**src/rtl/spi_master_ctrl_pkg.sv**
```systemverilog
// Shared definitions for the SPI master controller: command codes, byte width and FSM encoding.
package spi_master_ctrl_pkg;

    localparam int SPI_BYTE_W = 8;

    localparam logic [SPI_BYTE_W-1:0] CMD_WRITE = 8'h02;
    localparam logic [SPI_BYTE_W-1:0] CMD_READ  = 8'h03;

    typedef enum logic [2:0] {
        ST_IDLE,
        ST_LEAD,
        ST_SHIFT,
        ST_LOAD,
        ST_TRAIL,
        ST_GAP
    } spi_state_e;

endpackage

```
**src/rtl/spi_master_ctrl_sck_gen.sv**
```systemverilog
// SCK generator: divides clk by 2*CLK_DIV, flags the cycle on which SCK will rise or fall;
// hold parks SCK low and restarts the half-period count.
module spi_sck_gen #(
    parameter int CLK_DIV = 2
) (
    input  logic clk,
    input  logic rst_n,
    input  logic hold,
    output logic sck,
    output logic rise,
    output logic fall
);

    localparam int CW = $clog2(CLK_DIV + 1);

    logic [CW-1:0] div_cnt;
    logic          half_done;

    assign half_done = !hold && (div_cnt == CW'(CLK_DIV - 1));
    assign rise      = half_done && !sck;
    assign fall      = half_done && sck;

    // NOTE: sequential state uses non-blocking assignments so every register sees pre-edge values.
    always_ff @(posedge clk or negedge rst_n) begin
        if (!rst_n) begin
            div_cnt <= '0;
            sck     <= 1'b0;
        end else if (hold) begin
            div_cnt <= '0;
            sck     <= 1'b0;
        end else if (half_done) begin
            div_cnt <= '0;
            sck     <= !sck;
        end else begin
            div_cnt <= div_cnt + CW'(1);
        end
    end

endmodule

```
**src/rtl/spi_master_ctrl.sv**
```systemverilog
// SPI mode-0 master issuing cmd/addr/data frames. Build option SPI_MISO_LATE_SAMPLE_EN moves
// the MISO sample point from the SCK rising edge to the following falling edge.
module spi_master_ctrl
    import spi_master_ctrl_pkg::*;
#(
    parameter int WIDTH   = SPI_BYTE_W,
    parameter int CLK_DIV = 2,
    parameter int LEN_W   = 4,
    parameter int CSN_GAP = 4
) (
    input  logic             sys_clk,
    input  logic             sys_reset,
    input  logic             start,
    input  logic [WIDTH-1:0] cmd,
    input  logic [WIDTH-1:0] addr,
    input  logic [LEN_W-1:0] len,
    input  logic [WIDTH-1:0] tx_data,
    input  logic             tx_valid,
    output logic             tx_ready,
    output logic [WIDTH-1:0] rx_data,
    output logic             rx_valid,
    output logic             busy,
    output logic             done,
    output logic             spi_clock,
    output logic             csn,
    output logic             MOSI,
    input  logic             MISO
);

    localparam int BIT_W  = $clog2(WIDTH);
    localparam int IDX_W  = LEN_W + 1;
    localparam int WAIT_W = $clog2(CLK_DIV + CSN_GAP + 1);

`ifdef SPI_MISO_LATE_SAMPLE_EN
    localparam bit LATE_SAMPLE = 1'b1;
`else
    localparam bit LATE_SAMPLE = 1'b0;
`endif

    spi_state_e        state, state_d;
    logic              is_read_q;
    logic [WIDTH-1:0]  addr_q;
    logic [LEN_W-1:0]  len_q;
    logic [WIDTH-1:0]  tx_sr;
    logic [WIDTH-2:0]  rx_sr;
    logic [BIT_W-1:0]  bit_cnt;
    logic [IDX_W-1:0]  byte_idx;
    logic [WAIT_W-1:0] wait_cnt;
    logic [WAIT_W-1:0] wait_lim;
    logic              sck_rise, sck_fall, miso_sample;
    logic              last_bit, byte_end, last_byte, data_phase, load_go, wait_hit;

    spi_sck_gen #(.CLK_DIV(CLK_DIV)) u_sck_gen (
        .clk   (sys_clk),
        .rst_n (sys_reset),
        .hold  (state != ST_SHIFT),
        .sck   (spi_clock),
        .rise  (sck_rise),
        .fall  (sck_fall)
    );

    assign miso_sample = LATE_SAMPLE ? sck_fall : sck_rise;
    assign last_bit    = (bit_cnt == BIT_W'(WIDTH - 1));
    assign byte_end    = sck_fall && last_bit;
    assign last_byte   = (byte_idx == IDX_W'(len_q) + IDX_W'(1));
    assign data_phase  = (byte_idx >= IDX_W'(2));
    assign wait_lim    = (state == ST_GAP) ? WAIT_W'(CSN_GAP - 1) : WAIT_W'(CLK_DIV - 1);
    assign wait_hit    = (wait_cnt == wait_lim);

    // Only write frames stall for data; cmd/addr and read-frame bytes load unconditionally.
    assign tx_ready  = (state == ST_LOAD) && data_phase && !is_read_q;
    assign load_go   = (state == ST_LOAD) && (!tx_ready || tx_valid);
    assign busy      = (state != ST_IDLE);
    assign csn       = (state == ST_IDLE) || (state == ST_GAP);
    assign MOSI      = tx_sr[WIDTH-1];

    always_ff @(posedge sys_clk or negedge sys_reset) begin
        if (!sys_reset) state <= ST_IDLE;
        else            state <= state_d;
    end

    always_comb begin
        // NOTE: next state defaults to the current state first so no latch is inferred.
        state_d = state;
        case (state)
            ST_IDLE:  if (start)    state_d = ST_LEAD;
            ST_LEAD:  if (wait_hit) state_d = ST_SHIFT;
            ST_SHIFT: if (byte_end) state_d = last_byte ? ST_TRAIL : ST_LOAD;
            ST_LOAD:  if (load_go)  state_d = ST_SHIFT;
            ST_TRAIL: if (wait_hit) state_d = ST_GAP;
            ST_GAP:   if (wait_hit) state_d = ST_IDLE;
            default:                state_d = ST_IDLE;
        endcase
    end

    always_ff @(posedge sys_clk or negedge sys_reset) begin
        if (!sys_reset) begin
            is_read_q <= 1'b0;
            addr_q    <= '0;
            len_q     <= '0;
            tx_sr     <= '0;
            rx_sr     <= '0;
            rx_data   <= '0;
            rx_valid  <= 1'b0;
            done      <= 1'b0;
            bit_cnt   <= '0;
            byte_idx  <= '0;
            wait_cnt  <= '0;
        end else begin
            rx_valid <= 1'b0;
            done     <= 1'b0;

            if ((state == ST_LEAD || state == ST_TRAIL || state == ST_GAP) && state_d == state)
                wait_cnt <= wait_cnt + WAIT_W'(1);
            else
                wait_cnt <= '0;

            case (state)
                ST_IDLE: begin
                    if (start) begin
                        is_read_q <= (cmd == WIDTH'(CMD_READ));
                        addr_q    <= addr;
                        len_q     <= len;
                        tx_sr     <= cmd;
                        bit_cnt   <= '0;
                        byte_idx  <= '0;
                    end
                end
                ST_SHIFT: begin
                    if (miso_sample) begin
                        rx_sr <= {rx_sr[WIDTH-3:0], MISO};
                        if (last_bit && is_read_q && data_phase) begin
                            rx_data  <= {rx_sr, MISO};
                            rx_valid <= 1'b1;
                        end
                    end
                    // Shifting zeros in leaves MOSI low once a byte is fully sent.
                    if (sck_fall) begin
                        tx_sr   <= {tx_sr[WIDTH-2:0], 1'b0};
                        bit_cnt <= last_bit ? '0 : bit_cnt + BIT_W'(1);
                        if (last_bit) byte_idx <= byte_idx + IDX_W'(1);
                    end
                end
                ST_LOAD: begin
                    if (load_go) begin
                        if (byte_idx == IDX_W'(1)) tx_sr <= addr_q;
                        else if (is_read_q)        tx_sr <= '0;
                        else                       tx_sr <= tx_data;
                    end
                end
                ST_TRAIL: begin
                    if (wait_hit) done <= 1'b1;
                end
                default: ;
            endcase
        end
    end

endmodule
```
**config.mk**
```make
export PLATFORM = sky130hd
export DESIGN_NAME = spi_master_ctrl
export DESIGN_NICKNAME = d
export VERILOG_FILES = /design/src/rtl/spi_master_ctrl_pkg.sv /design/src/rtl/spi_master_ctrl_sck_gen.sv /design/src/rtl/spi_master_ctrl.sv
export SDC_FILE = /design/constraint.sdc
export NUM_CORES = 1
export LEC_CHECK = 0
export ABC_AREA = 1
export ABC_CLOCK_PERIOD_IN_PS = 5000
export CORE_ASPECT_RATIO = 0.8
export CORE_MARGIN = 2
export CORE_UTILIZATION = 30
export DETAILED_ROUTE_END_ITERATION = 8
export DONT_BUFFER_PORTS = 1
export HOLD_SLACK_MARGIN = 0.05
export PLACE_DENSITY = 0.44
export SLEW_MARGIN = 40
export SYNTH_ARGS = -nofsm -noshare
export SYNTH_HDL_FRONTEND = slang
export SYNTH_HIERARCHICAL = 1
export SYNTH_SLANG_ARGS = --single-unit
```
**constraint.sdc**
```tcl
create_clock -name sys_clk -period 5 [get_ports sys_clk]
set_input_delay 0.25 -clock sys_clk [delete_from_list [all_inputs] [get_ports sys_clk]]
set_output_delay 0.25 -clock sys_clk [all_outputs]
set_load 0.01 [all_outputs]
```
* Yosys cells after proc, flatten, opt, wreduce, memory -nomap -nowiden
Index checks and enable logic that the tools add are counted.
** Cells by class
- $add $sub $neg :: 5
- Magnitude comparators :: 1
- Equal/unequal tests :: 17
- Muxes and demuxes :: 33
- Reductions and logical operators :: 29
** Operators with widths (number)
- $mux W8 :: 5
- $mux W3 :: 11
- $pmux W8 S3 :: 1
- $pmux W3 S6 :: 1
- $mux W5 :: 3
- $logic_and A1 B1 Y1 :: 10
- $pmux W5 S2 :: 1
- $eq A3 B3 Y1 const B :: 3
- $eq A8 B2 Y1 const B :: 1
- $ne A2 B2 Y1 const B :: 4
- $reduce_and A4 Y1 :: 2
- $mux W1 :: 7
- $add A3 B1 Y3 const B :: 2
- $eq A3 B2 Y1 const B :: 2
- $mux W2 :: 3
- $pmux W3 S2 :: 1
- $reduce_and A3 Y1 :: 2
- $reduce_bool A3 Y1 :: 2
- $add A4 B1 Y5 const B :: 1
- $add A5 B1 Y5 const B :: 1
- $eq A5 B1 Y1 const B :: 1
- $eq A5 B5 Y1 :: 1
- $ge A5 B2 Y1 const B :: 1
- $logic_not A1 Y1 :: 4
- other kinds (10) :: 15
** Storage, ports and cells
- Flip-flop bits (word level) :: 55
- Output and inout bits :: 15

* Depth between registers and ports, before layout
Gate-level depths: netlist of the first run.
- Depth after elaboration :: 11
- Depth in mapped cells :: 16
- Gate-level depth less buffers :: 16

* By module
Netlist of the first run, hierarchy kept.
** By module, submodules not included
- spi_master_ctrl :: times used 1, cells an instance 332, area each 2712.6 um^2, sequential area each 1301.2 um^2
- spi_sck_gen :: times used 1, cells an instance 18, area each 137.6 um^2, sequential area each 75.1 um^2

* Worst setup path after synthesis of the first run
OpenSTA, ideal clock, no wires.
- Kind :: reg-to-reg
- From :: register state[2]
- To :: register wait_cnt[2]
- Arrival :: 1796 ps
- Setup slack :: 3084 ps
- Stages on the path, launching flop included :: 15
- Period minus slack after synthesis :: 1916 ps
- Path through :: dfrtp_1 nor2_4 nand2_4 nor2_2 inv_1 nor2_1 nand2_1 nor2_1 nand3_1 nor2_1 nand2_1 nand2_1 nand3_1 nand3_2 nor2_1
** Between the ends
- Elaborated cells on any way between the ends :: 30
** RTL lines
- start: declaration :: RTL line spi_master_ctrl.sv:40 : spi_state_e state, state_d;
- start signal: assignment :: RTL line spi_master_ctrl.sv:79 : else state <= state_d;
- $ne A3 B2 Y1 :: RTL line spi_master_ctrl.sv:56 : .hold (state != ST_SHIFT),
- $logic_not A1 Y1 :: RTL line spi_master_ctrl_sck_gen.sv:19 : assign half_done = !hold && (div_cnt == CW'(CLK_DIV - 1));
- $logic_and A1 B1 Y1 :: RTL line spi_master_ctrl_sck_gen.sv:19
- $logic_and A1 B1 Y1 :: RTL line spi_master_ctrl_sck_gen.sv:21 : assign fall = half_done && sck;
- net sck_fall :: RTL line spi_master_ctrl.sv:50 : logic sck_rise, sck_fall, miso_sample;
- $logic_and A1 B1 Y1 :: RTL line spi_master_ctrl.sv:64 : assign byte_end = sck_fall && last_bit;
- $mux W3 :: RTL line spi_master_ctrl.sv:88 : ST_SHIFT: if (byte_end) state_d = last_byte ? ST_TRAIL : ST_LOAD;
- $pmux W3 S6 :: RTL line spi_master_ctrl.sv:85 : case (state)
- $eq A3 B3 Y1 :: RTL line spi_master_ctrl.sv:113 : if ((state == ST_LEAD || state == ST_TRAIL || state == ST_GAP) && state_d == state)
- $logic_and A1 B1 Y1 :: RTL line spi_master_ctrl.sv:113
- $mux W3 :: RTL line spi_master_ctrl.sv:113
- end signal: assignment :: RTL line spi_master_ctrl.sv:114 : wait_cnt <= wait_cnt + WAIT_W'(1);
- end: declaration :: RTL line spi_master_ctrl.sv:48 : logic [WAIT_W-1:0] wait_cnt;
The timed path passes the listed nets, and every way through them passes these cells.
A chain may end at the register's enable or synchronous reset.

* Worst setup path in the final report of the first run
- From :: register state[2]
- To :: register wait_cnt[2]
** Between the ends
- Elaborated cells on any way between the ends :: 30
** RTL lines (RTL line)
- $ne A3 B2 Y1 :: spi_master_ctrl.sv:56
- $logic_not A1 Y1 :: spi_master_ctrl_sck_gen.sv:19
- $logic_and A1 B1 Y1 :: spi_master_ctrl_sck_gen.sv:19
- $logic_and A1 B1 Y1 :: spi_master_ctrl_sck_gen.sv:21
- net sck_fall :: spi_master_ctrl.sv:50
- $logic_and A1 B1 Y1 :: spi_master_ctrl.sv:64
- $mux W3 :: spi_master_ctrl.sv:88
- $pmux W3 S6 :: spi_master_ctrl.sv:85
- net state_d[0] :: spi_master_ctrl.sv:40
- $eq A3 B3 Y1 :: spi_master_ctrl.sv:113
- $logic_and A1 B1 Y1 :: spi_master_ctrl.sv:113
- $mux W3 :: spi_master_ctrl.sv:113
The timed path passes the listed nets, and every way through them passes these cells.

==> results, run 1 <==
- In this run the power density over the cells is 531 mW/mm^2.
- The remaining antenna violation count is 0.
- The number of antenna diodes in the final layout is 0.
- The standard cell area after detailed placement is 0.00295 mm^2.
- The flow ran to the end, but the final reports show violations.
- Timing would allow up to 0.444 GHz.
- The number of max-slew violations in the final report came to 0.
- The DRC violation count after routing is 3.
- Setup repair after global routing left no endpoint under its margin.
- The post-layout instance area is 0.00314 mm^2.
- For this configuration, the core starts out at a cell density of 31.1%.
- The per-cell routed wire length is 14.1 um.
- Post-CTS timing repair inserted 0 buffers for setup.
- CTS saw 55 sinks.
- Setup violations remaining at the end of the flow were counted as 0.
- The proportion of layout cells with a drive suffix above 1 is 11.4%.
- The total area inside the core boundary comes to 0.00915 mm^2.
- The critical path goes through nor2_4, nand2_4, nor2_2, inv_1, nor2_1, nand2_1, nor2_1, nand3_1, nor2_1, nand2_1, nand2_1, nand2_2, nand2_1, nand3_2, nor2_1.
- In this run the vertical extent of the chip is 91.2 um.
- The total via count in the routed design is 2197.
- The maximum vdd ir drop is 0.201 mV.
- The post-synthesis sequential area ratio is 48.3%.
- The net count after synthesis is 390.
- After the first detailed-routing iteration, the DRC count stood at 109.
- After legalization and detailed placement, the total HPWL measured 4710 um.
- The clock period could shrink to 2.25 ns.
- The average size of a mapped cell is 8.14 um^2.
- The final estimated routing congestion in global placement is 0.780.
- Grouping stages by cell kind, the critical path spends the most delay in simple AND/OR/NAND/NOR gates.
- The floorplan has 31 rows.
- The critical path startpoint category is a register.
- For this design, the slowest cell found on the critical path is sky130_fd_sc_hd__dfrtp_1.
- The worst-case headroom to the max-slew limit is 62.8%.
- Prior to clock tree synthesis, the placed netlist has a worst setup slack of 2.53 ns.
- The pin count of the biggest net entering global routing is 56.
- The first global-routing pass estimated 11000 um of wire.
- The clock-pin slew on the worst setup and hold paths is 0.07 ns.
- Using the TritonRoute via totals, the vias-per-cell ratio works out to 4.70.
- The hold violation total from the final report was 0.
- The initial antenna violation count is 0.
- The arrival time at the worst endpoint is 2.48 ns.
- Across the run, the number of max-cap violations was 0.
- The first-pass detailed-route iteration total is 7.
- The checks that failed: DRC.
- The unique cell type count in the Yosys netlist is 35.
- The count of buffers inserted at the top-level ports is 0.
- The maximum single-stage delay on the critical path is 0.47 ns.
- The CTS buffer count is 5.
- The kind of path behind the tightest hold check is input port to register.
- TritonCTS built the clock tree.
- The total wire length is 6590 um.
- The final-layout setup total negative slack is 0 ns.
- The number of inserted filler cells in the final layout is 972.
- After layout, the worst setup slack is 2.75 ns.
- The required time of the critical path is 5.23 ns.
- The number of buffers and inverters on the critical path is 1.
- The maximum fanout along the worst path is 9.
- In this run the horizontal extent of the chip is 113 um.
- The insertion delay of the later-clocked pin in the worst-skew pair is 0.30 ns.
- The static leakage is 1.54 nW.
- The total of flip-flops plus latches after synthesis is 55.
- Relative to the synthesized area, the layout overhead comes to 10.1%.
- The H-tree depth is 2.
- The kind of capture point of the worst setup path is a register.
- The floorplan die area is 0.0103 mm^2.
- The final clock period utilization by the worst path is 45.1%.
- Summing every instance area after synthesis gives 0.00285 mm^2.
- The maximum clock path buffer count is 2.
- The buffer cell driving the clock tree root is sky130_fd_sc_hd__clkbuf_16.
- For this run the aggregate overflow at the end of global routing stands at 0.
- Yosys printed 6 warnings.
- The total routing usage reported by global routing is 13.5%.
- The transition time of the tightest slew-check pin is 0.556 ns.
- The final net count is 391.
- The clock skew after layout is 0.00730 ns.
- Once the clock tree was built, the resizer swapped 0 gates to a different size.
- For this design the top-level I/O count stands at 48.
- After technology mapping, the gate count stands at 350.
- The via count of the first global-routing pass is 2131.
- The total power is 1.67 mW.
- The classification of the worst setup path is register to register.
[repair_timing]
item | 4_1_cts | 5_1_grt
hold buffers | 2 | 0
setup endpoints to repair | 0 | 0
endpoints found under the hold margin | 55 | 0
[sequential cells by signal (all words and copies together), names as in the netlist]
name	flops
wait_cnt	3
u_sck_gen/sck	1
u_sck_gen/div_cnt	2
tx_sr	8
len_q	4
is_read_q	1
rx_data	8
state	3
addr_q	8
rx_valid	1
byte_idx	5
done	1
bit_cnt	3
rx_sr	7
[cells in the mapped netlist, drive strengths merged]
cell,number,share of area (%)
a21oi,3,0.53
a22oi,7,1.8
a31o,1,0.31
a31oi,8,1.8
buf,6,1.4
clkbuf,2,0.26
clkinv,4,0.57
dfrtp,55,48
ha,7,3.1
inv,42,5.5
nand2,109,15
nand3,22,4.4
nand4,3,0.66
nor2,37,5.8
nor3,4,0.70
nor4,2,0.44
o211ai,11,2.9
o21ai,21,4.5
o221ai,1,0.31
o22ai,1,0.44
o31ai,1,0.26
o32ai,1,0.31
xnor2,1,0.31
xor2,1,0.31
[cells by family (layout without fill, tap and decap cells)]
group	Yosys count	in the layout	share of synthesized area [%]
AO/OA/AOI/OAI	55	55	13.1
XOR/XNOR	2	2	0.615
adder cells (fa/ha/maj)	7	7	3.07
buffers and inverters	54	56	7.81
flip-flops	55	55	48.3
AND/OR/NAND/NOR	177	177	27.1
[worst register-to-register path, stage by stage, from the launching register on]
cell and delay, ns:
sky130_fd_sc_hd__dfrtp_1 0.47, sky130_fd_sc_hd__nor2_4 0.19, sky130_fd_sc_hd__nand2_4 0.12, sky130_fd_sc_hd__nor2_2 0.14, sky130_fd_sc_hd__inv_1 0.04, sky130_fd_sc_hd__nor2_1 0.32, sky130_fd_sc_hd__nand2_1 0.10, sky130_fd_sc_hd__nor2_1 0.10
sky130_fd_sc_hd__nand3_1 0.07, sky130_fd_sc_hd__nor2_1 0.09, sky130_fd_sc_hd__nand2_1 0.11, sky130_fd_sc_hd__nand2_1 0.12, sky130_fd_sc_hd__nand2_2 0.07, sky130_fd_sc_hd__nand2_1 0.07, sky130_fd_sc_hd__nand3_2 0.08, sky130_fd_sc_hd__nor2_1 0.10
[through the flow]
step	std cells	hold slack, ns	utilization [%]
CTS	467	0.0569	34.2
detailed placement	457	-0.0441	32.2
global placement	457	-0.0440	32.2
floorplan	350	-0.0456	-
global route	467	0.0595	34.3
finish	467	0.0664	34.3
[metal layers]
metal / GRT usage, % / wire length, um
met1: 20.0 / 3490
met4: 4.27 / 93
met5: 0 / 0
met2: 18.9 / 2640
met3: 4.01 / 359
[where the power goes]
group          switching [mW]  total, mW  internal [mW]  leakage [nW]
logic                   0.384      0.590          0.207         0.781
clock network           0.171      0.358          0.188        0.0664
registers               0.119      0.717          0.598         0.689
total                   0.673       1.67          0.993          1.54
[cell usage in the layout (no fill, tap or decap)]
master	synthesis	final
sky130_fd_sc_hd__a31oi_1	8	8
sky130_fd_sc_hd__o21ai_0	13	13
sky130_fd_sc_hd__nor4_1	2	2
sky130_fd_sc_hd__dfrtp_1	55	55
sky130_fd_sc_hd__clkbuf_16	0	5
sky130_fd_sc_hd__nor2_4	2	3
sky130_fd_sc_hd__xor2_1	1	1
sky130_fd_sc_hd__o21ai_2	6	6
sky130_fd_sc_hd__o32ai_1	1	1
sky130_fd_sc_hd__a22oi_1	7	7
sky130_fd_sc_hd__buf_16	0	1
sky130_fd_sc_hd__nor3_1	4	4
sky130_fd_sc_hd__xnor2_1	1	1
sky130_fd_sc_hd__clkinvlp_4	0	2
sky130_fd_sc_hd__nor2_1	30	30
sky130_fd_sc_hd__clkinv_2	1	1
sky130_fd_sc_hd__o221ai_1	1	1
sky130_fd_sc_hd__a21oi_1	3	3
sky130_fd_sc_hd__o22ai_2	1	1
sky130_fd_sc_hd__ha_1	7	7
sky130_fd_sc_hd__nand2_1	103	103
sky130_fd_sc_hd__nand3_1	19	19
sky130_fd_sc_hd__a31o_2	1	1
sky130_fd_sc_hd__nand2_4	1	1
sky130_fd_sc_hd__nor2_2	5	4
sky130_fd_sc_hd__nand2_2	5	5
sky130_fd_sc_hd__inv_1	36	36
sky130_fd_sc_hd__nand4_1	3	3
sky130_fd_sc_hd__dlygate4sd3_1	0	1
sky130_fd_sc_hd__o21ai_1	2	2
sky130_fd_sc_hd__o211ai_1	11	11
sky130_fd_sc_hd__o31ai_1	1	1
sky130_fd_sc_hd__nand3_2	3	3
sky130_fd_sc_hd__inv_6	0	1
sky130_fd_sc_hd__inv_2	6	6
sky130_fd_sc_hd__clkinv_1	3	3
[layout make-up]
class / count / area, um^2 / area share [%]
Sequential cell: 55 / 1380 / 43.9
Multi-Input combinational cell: 241 / 1260 / 40.0
Inverter: 46 / 174 / 5.54
Tap cell: 115 / 144 / 4.59
Clock buffer: 5 / 125 / 3.99
Timing Repair Buffer: 2 / 37.5 / 1.20
Clock inverter: 3 / 23.8 / 0.758
[path summary, 6_finish.rpt]
kind	startpoint	end	slack, ns	cells past startpoint
min in group asynchronous	sys_reset	rx_data[0]	0.47	2
min	addr[4]	addr_q[4]	0.07	2
min reg2reg	rx_sr[6]	rx_data[7]	0.48	2
max reg2reg	state[2]	wait_cnt[2]	2.75	15
max in group asynchronous	sys_reset	byte_idx[1]	4.27	2
max	state[2]	wait_cnt[2]	2.75	15
Power figures use the tool's default switching activity.
==> inputs of run 2 (changes only) <==
--- a/config.mk
+++ b/config.mk
@@ -6,7 +6,7 @@
 export NUM_CORES = 1
 export LEC_CHECK = 0
 export ABC_AREA = 1
-export ABC_CLOCK_PERIOD_IN_PS = 5000
+export ABC_CLOCK_PERIOD_IN_PS = 2200
 export CORE_ASPECT_RATIO = 0.8
 export CORE_MARGIN = 2
 export CORE_UTILIZATION = 30
==> constraint.sdc (replaced) <==
create_clock -name sys_clk -period 2.2 [get_ports sys_clk]
set_input_delay 0.11 -clock sys_clk [delete_from_list [all_inputs] [get_ports sys_clk]]
set_output_delay 0.11 -clock sys_clk [all_outputs]
set_load 0.01 [all_outputs]
==> run 2 against run 1 <==
Sequential power up 130%; clock skew down 0.00068 ns; the run still ends with DRC left; register-to-register slack worse by 2.6 ns; clock-buffer cell count up 1; combinational power up 140%; highest routed layer unchanged; worst setup slack worse by 2.6 ns.
==> results, run 2 (synthesis results as in run 1) <==
- The total routing usage reported by global routing is 13.4% (-0.19 points).
- The number of clock sinks seen by CTS is 55 (unchanged).
- The number of rows created at floorplan came to 31 (unchanged).
- The timing-limited maximum frequency is 0.489 GHz (+10%).
- The H-tree depth is 2 (unchanged).
- The internal power component is 2.34 mW (+140%).
- The internal reg-to-reg setup slack came to 0.15 ns (-2.59 ns).
- The CTS buffer count is 5 (unchanged).
- The count of buffers inserted at the top-level ports was 0 (unchanged).
- The violation count after the first detailed-route iteration is 160 (+47%).
- The power per cell area came to 1150 mW/mm^2 (+120%).
- The width of the die is 113 um (unchanged).
- The total wire length is 6490 um (-1.5%).
- Tracing the worst setup path back leads to its startpoint at state[0].
- The maximum single-stage delay on the critical path came to 0.56 ns (+0.09 ns).
- The maximum clock path buffer count is 2 (unchanged).
- The fraction of power spent switching nets is 39.4% (-0.98 points).
- The path with the worst hold slack has its endpoint at tx_sr[1].
- The maximum fanout along the worst path came to 18 (+9).
- The via count of the first global-routing pass came to 2157 (+1.2%).
- STA classifies the critical path startpoint as a register.
- The largest registers in the layout are addr_q: 8 flops, rx_data: 8 flops, tx_sr: 8 flops.
- The remaining antenna violation count came to 0 (unchanged).
- The share of total power in sequential cells was 42.0% (-1.1 points).
- The tree is rooted in a sky130_fd_sc_hd__clkbuf_16.
- The cell family contributing the most delay on the critical path is buffers and inverters.
- The final-report setup violation count is 0 (unchanged).
- The per-cell routed wire length is 13.2 um (-6.1%).
- TritonCTS built the clock tree.
- The master of the slowest instance on the critical path is sky130_fd_sc_hd__dlygate4sd3_1.
- The signal on the critical path passes through inv_2, nand3_2, nor2_4, buf_6, nand3_1, dlygate4sd3_1, o21ai_0.
- The insertion delay of the later-clocked pin in the worst-skew pair is 0.29 ns (about the same).
- The final estimated routing congestion in global placement came to 0.792 (+1.6%).
- The depth of the worst hold-timing path is 2 (unchanged).
- The most common cell after layout, fill and taps aside is sky130_fd_sc_hd__nand2_1.
- The number of buffers and inverters on the critical path is 3 (+2).
- The floorplan die area is 0.0103 mm^2 (unchanged).
- The final reports fail on DRC.
- The hold violation total from the final report is 0 (unchanged).
- The total via count in the routed design was 2295 (+4.5%).
- The worst-case headroom to the max-slew limit is 64.4% (+1.6 points).
- The placeable core region is 0.00915 mm^2 (unchanged).
- The final standard cell count with taps included and fillers excluded is 490 (+4.9%).
- The net switching power is 1.52 mW (+130%).
- The count of maximum capacitance violations is 0 (unchanged).
- The kind of capture point of the worst setup path is a register.
- The arrival time at the worst endpoint is 2.26 ns (-0.22 ns).
- The slack of the critical path is 0.153 ns (-2.59 ns).
- The number of top-level design ports is 48 (unchanged).
- Setup repair after global routing left no endpoint under its margin.
- The final net count came to 414 (+5.9%).
- The initial core utilization was 31.1% (unchanged).
- The initial antenna violation count was 0 (unchanged).
- The final-layout setup total negative slack was 0 ns (unchanged).
- The origin of the worst min-delay path is cmd[1].
- The number of max-slew violations in the final report came to 0 (unchanged).
- The wire length of the first global-routing pass is 11000 um (+0.38%).
- The flow ran to the end, but the final reports show violations.
- The total grt overflow is 0 (unchanged).
- The library cells used most frequently in the layout, excluding fill and tap cells, are 102 x sky130_fd_sc_hd__nand2_1, 54 x sky130_fd_sc_hd__dfrtp_1, 36 x sky130_fd_sc_hd__inv_1, 29 x sky130_fd_sc_hd__nor2_1, 19 x sky130_fd_sc_hd__nand3_1.
- The reg-to-reg critical path endpoint is is_read_q.
- The maximum vdd ir drop is 0.430 mV (+110%).
- The proportion of layout cells with a drive suffix above 1 is 13.1% (+1.7 points).
- The via-per-instance ratio was 4.68 (-0.44%).
- The clock network fraction of total power is 21.3% (-0.2 points).
- The classification of the worst setup path is register to register.
- The depth of the most critical reg-to-reg path is 7 (-8).
- The power share of the combinational group is 36.7% (+1.3 points).
- The required time of the critical path is 2.41 ns (-2.82 ns).
- The layout overhead on the synthesized area is 18.2%.
- The startpoint identified for the worst register-to-register timing path is state[0].
- The number of antenna cells inserted is 0 (unchanged).
- The HPWL reported at the end of detailed placement came to 4710 um (about the same).
- The final clock period utilization by the worst path came to 93.0% (+48 points).
- The transition time of the tightest slew-check pin is 0.532 ns (-0.0245 ns).
- The number of cells in the design after placement is 461 (+0.88%).
- The first-pass detailed-route iteration total is 6 (-1).
- The clock skew after layout is 0.00662 ns (-0.000681 ns).
- The kind of path behind the tightest hold check is input port to register.
- The clock period minus final worst setup slack is 2.05 ns (-0.206 ns).
- The DRC violation count after routing was 3 (unchanged).
- The pin count of the biggest net entering global routing was 56 (unchanged).
- The die boundary height is 91.2 um (unchanged).
- The clock-pin slew on the worst setup and hold paths is 0.07 ns (about the same).
- The worst-case setup slack after placement is 0.0877 ns (-2.44 ns).
- The static leakage is 1.64 nW (+6.8%).
## run 2: timing repair
action                                  CTS  global route
hold buffers                             19             0
resized for setup                         0             5
buffers inserted                          0             2
hold endpoints to repair                 71             0
endpoints found under the setup margin    0             4
## run 2: worst max path at each step
stage	end	depth (start not counted)	slack, ns
detailed placement	wait_cnt[0]	15	0.09
floorplan	wait_cnt[2]	14	0.28
global placement	wait_cnt[2]	15	0.19
finish	is_read_q	7	0.15
global route	wait_cnt[0]	15	0.003
CTS	is_read_q	7	0.04
## run 2: metal layers
layer / wire [um] / up-vias / global-route usage, %
met2: 2670 / 53 / 18.9
met5: 0 / - / 0
li1: - / 1190 / -
met1: 3400 / 1047 / 20.2
met4: 55 / 0 / 3.35
met3: 356 / 5 / 3.47
## run 2: through the flow
step / hold WS [ns] / cell area [um^2] / power, mW / utilization [%]
after floorplan: -0.186 / 2850 / 2.70 / -
after global placement: -0.184 / 2980 / 3.00 / 32.5
after detailed placement: -0.184 / 2980 / 2.99 / 32.5
after CTS: 0.0600 / 3340 / 3.89 / 36.5
after global routing: 0.0733 / 3370 / 4.23 / 36.8
final: 0.0651 / 3370 / 3.87 / 36.8
## run 2: cell type report
class | count | area, um^2
Fill cell | 981 | 5790
Sequential cell | 55 | 1380
Multi-Input combinational cell | 241 | 1260
Timing Repair Buffer | 25 | 256
Inverter | 46 | 174
Tap cell | 115 | 144
Clock buffer | 6 | 139
Clock inverter | 2 | 16.3
## run 2: worst register-to-register path, cell delays in order, from the launching register on
cell and delay (ns):
sky130_fd_sc_hd__dfrtp_1 0.44, sky130_fd_sc_hd__inv_2 0.16, sky130_fd_sc_hd__nand3_2 0.24, sky130_fd_sc_hd__nor2_4 0.20
sky130_fd_sc_hd__buf_6 0.20, sky130_fd_sc_hd__nand3_1 0.09, sky130_fd_sc_hd__dlygate4sd3_1 0.56, sky130_fd_sc_hd__o21ai_0 0.08
## run 2: power groups by stage
stage / registers, mW / clock network, mW / logic, mW
6_report: 1.62 / 0.826 / 1.42
2_1_floorplan: 1.58 / 0 / 1.12
5_1_grt: 1.67 / 0.899 / 1.65
3_3_place_gp: 1.64 / 0 / 1.35
3_5_place_dp: 1.65 / 0 / 1.35
4_1_cts: 1.63 / 0.859 / 1.41
==> inputs of run 3 (changes only) <==
--- a/config.mk
+++ b/config.mk
@@ -9,11 +9,11 @@
 export ABC_CLOCK_PERIOD_IN_PS = 2200
 export CORE_ASPECT_RATIO = 0.8
 export CORE_MARGIN = 2
-export CORE_UTILIZATION = 30
+export CORE_UTILIZATION = 60
 export DETAILED_ROUTE_END_ITERATION = 8
 export DONT_BUFFER_PORTS = 1
 export HOLD_SLACK_MARGIN = 0.05
-export PLACE_DENSITY = 0.44
+export PLACE_DENSITY = 0.76
 export SLEW_MARGIN = 40
 export SYNTH_ARGS = -nofsm -noshare
 export SYNTH_HDL_FRONTEND = slang
==> run 3 against run 2 <==
Sequential power about the same; final cell count decreased by 12%; the flow now finishes without violations; non-clock buffer count shrank 3; critical path depth up 8; critical endpoint is now wait_cnt[0]; largest cell class unchanged.
==> results, run 3 (synthesis results as in run 1) <==
- The run finished with clean final reports.
- The number of rows created at floorplan is 22 (-29%).
- The total grt overflow was 0 (unchanged).
- The final estimated routing congestion in global placement is 0.908 (+15%).
- The timing-limited maximum frequency is 0.504 GHz (+3.1%).
- The pin count of the biggest net entering global routing is 56 (unchanged).
- The required time of the critical path is 2.45 ns (+0.04 ns).
- The clock-pin slew on the worst setup and hold paths is 0.10 ns (+0.03 ns).
- The critical path startpoint category is a register.
- Setup repair after global routing left no endpoint under its margin.
- The kind of path behind the tightest hold check is input port to register.
- The floorplan die area is 0.00532 mm^2 (-48%).
- The clock skew after layout is 0.0119 ns (+0.00531 ns).
- The final-report setup violation count is 0 (unchanged).
- The most common cell after layout, fill and taps aside is sky130_fd_sc_hd__nand2_1.
- The initial core utilization is 62.4% (+31 points).
- The final-layout setup total negative slack is 0 ns (unchanged).
- The standard cell area after detailed placement is 0.00289 mm^2 (-2.8%).
- The number of clock sinks seen by CTS is 55 (unchanged).
- The total routing usage reported by global routing was 24.1% (+11 points).
- The worst-case setup slack after placement came to 0.231 ns (+0.143 ns).
- The total wire length came to 5880 um (-9.4%).
- The violation count after the first detailed-route iteration is 160 (unchanged).
- The maximum vdd ir drop is 0.634 mV (+47%).
- The count of buffers inserted at the top-level ports is 0 (unchanged).
- TritonCTS built the clock tree.
- The DRC violation count after routing is 0 (-3).
- The classification of the worst setup path is register to register.
- The static leakage is 1.61 nW (-1.9%).
- The clock period minus final worst setup slack is 1.99 ns (-0.0617 ns).
- The count of maximum capacitance violations is 0 (unchanged).
- The transition time of the tightest slew-check pin was 0.532 ns (+0.000455 ns).
- The maximum clock path buffer count came to 2 (unchanged).
- The total via count in the routed design came to 2321 (+1.1%).
- The buffer cell driving the clock tree root is sky130_fd_sc_hd__clkbuf_8.
- The total power is 3.70 mW (-4.3%).
- The hold violation total from the final report is 0 (unchanged).
- The CTS buffer count came to 5 (unchanged).
- The slack of the critical path is 0.215 ns (+0.0617 ns).
- The proportion of layout cells with a drive suffix above 1 is 11.8% (-1.2 points).
- The placeable core region came to 0.00457 mm^2 (-50%).
- The worst-case headroom to the max-slew limit is 64.4% (about the same).
- The maximum fanout along the worst path is 9 (-9).
- The via-per-instance ratio was 5.37 (+15%).
- The final clock period utilization by the worst path is 90.2% (-2.8 points).
- The initial antenna violation count is 0 (unchanged).
- The layout overhead on the synthesized area is 13.2%.
- The insertion delay of the later-clocked pin in the worst-skew pair is 0.31 ns (+0.02 ns).
- The post-layout instance area was 0.00323 mm^2 (-4.2%).
- The die boundary height was 65.6 um (-28%).
- The number of top-level design ports was 48 (unchanged).
- The number of antenna cells inserted came to 0 (unchanged).
- The width of the die is 81.1 um (-28%).
- The first-pass detailed-route iteration total is 5 (-1).
- The final net count came to 411 (-0.72%).
- The H-tree depth is 2 (unchanged).
- The power per cell area came to 1150 mW/mm^2 (-0.14%).
- The arrival time at the worst endpoint is 2.23 ns (-0.03 ns).
- The per-cell routed wire length is 13.6 um (+2.8%).
- The number of max-slew violations in the final report is 0 (unchanged).
- The depth of the most critical reg-to-reg path is 15 (+8).
- The wire length of the first global-routing pass was 9740 um (-12%).
- The utilization after layout is 70.6% (+34 points).
- STA classifies the critical path endpoint as a register.
- The via count of the first global-routing pass came to 2136 (-0.97%).
- The remaining antenna violation count is 0 (unchanged).
- In the layout the commonest cells are 103 x sky130_fd_sc_hd__nand2_1, 53 x sky130_fd_sc_hd__dfrtp_1, 36 x sky130_fd_sc_hd__inv_1, 30 x sky130_fd_sc_hd__nor2_1.
- The depth of the worst hold-timing path is 2 (unchanged).
- The count of buffers added by post-CTS timing repair for setup was 0 (unchanged).
- The largest registers in the layout are addr_q: 8 flops, rx_data: 8 flops, tx_sr: 8 flops.
- The HPWL reported at the end of detailed placement is 4210 um (-11%).
[run 3: timing repair]
| item | CTS | global route |
|---|---|---|
| endpoints found under the hold margin | 73 | 0 |
| setup endpoints to repair | 0 | 4 |
| hold buffers | 20 | 0 |
| resized for setup | 0 | 2 |
[run 3: worst max-delay path: stages, from the launching register on]
cell,delay (ns)
sky130_fd_sc_hd__dfrtp_2,0.47
sky130_fd_sc_hd__nor2_4,0.18
sky130_fd_sc_hd__nand2_4,0.12
sky130_fd_sc_hd__nor2_2,0.14
sky130_fd_sc_hd__inv_1,0.05
sky130_fd_sc_hd__nor2_1,0.12
sky130_fd_sc_hd__nand2_1,0.07
sky130_fd_sc_hd__nor2_1,0.10
sky130_fd_sc_hd__nand3_1,0.07
sky130_fd_sc_hd__nor2_1,0.10
sky130_fd_sc_hd__nand2_1,0.10
sky130_fd_sc_hd__nand2_1,0.12
sky130_fd_sc_hd__nand2_2,0.07
sky130_fd_sc_hd__nand2_1,0.07
sky130_fd_sc_hd__nand3_2,0.08
sky130_fd_sc_hd__nor2_1,0.09
[run 3: power by group]
part	leakage [nW]	internal (mW)	total [mW]	switching (mW)
clock	0.0548	0.343	0.675	0.332
combinational	0.868	0.497	1.39	0.895
sequential	0.687	1.36	1.63	0.273
total	1.61	2.20	3.70	1.50
[run 3: worst paths after layout]
path	from	end	slack (ns)
max in group asynchronous	sys_reset	len_q[3]	1.65
worst max-delay path	state[2]	wait_cnt[0]	0.21
worst max register to register	state[2]	wait_cnt[0]	0.21
worst min register to register	addr_q[3]	addr_q[3]	0.49
min in group asynchronous	sys_reset	wait_cnt[1]	0.31
worst min-delay path	cmd[7]	tx_sr[7]	0.06
[run 3: per-stage QoR]
step / std cells / hold slack [ns]
3_5_place_dp: 404 / -0.184
5_1_grt: 432 / 0.0543
2_1_floorplan: 350 / -0.186
3_3_place_gp: 404 / -0.184
6_report: 432 / 0.0586
4_1_cts: 432 / 0.0532
[run 3: per-layer routing]
layer  vias to the layer above  wire, um  track usage, %
met3                         6       322            5.49
met5                         -         0               0
met4                         0        80            8.47
met2                        68      2640            36.6
met1                      1063      2830            34.1
li1                       1184         -               -
[run 3: layout make-up]
| type | instances | area (um^2) |
|---|---|---|
| flip-flops and latches | 55 | 1380 |
| fillers | 366 | 1340 |
| multi-input cells | 241 | 1250 |
| repair buffers | 22 | 233 |
| inverters | 46 | 174 |
| well taps | 60 | 75.1 |
| clock buffers | 5 | 68.8 |
| clock inverters | 3 | 46.3 |
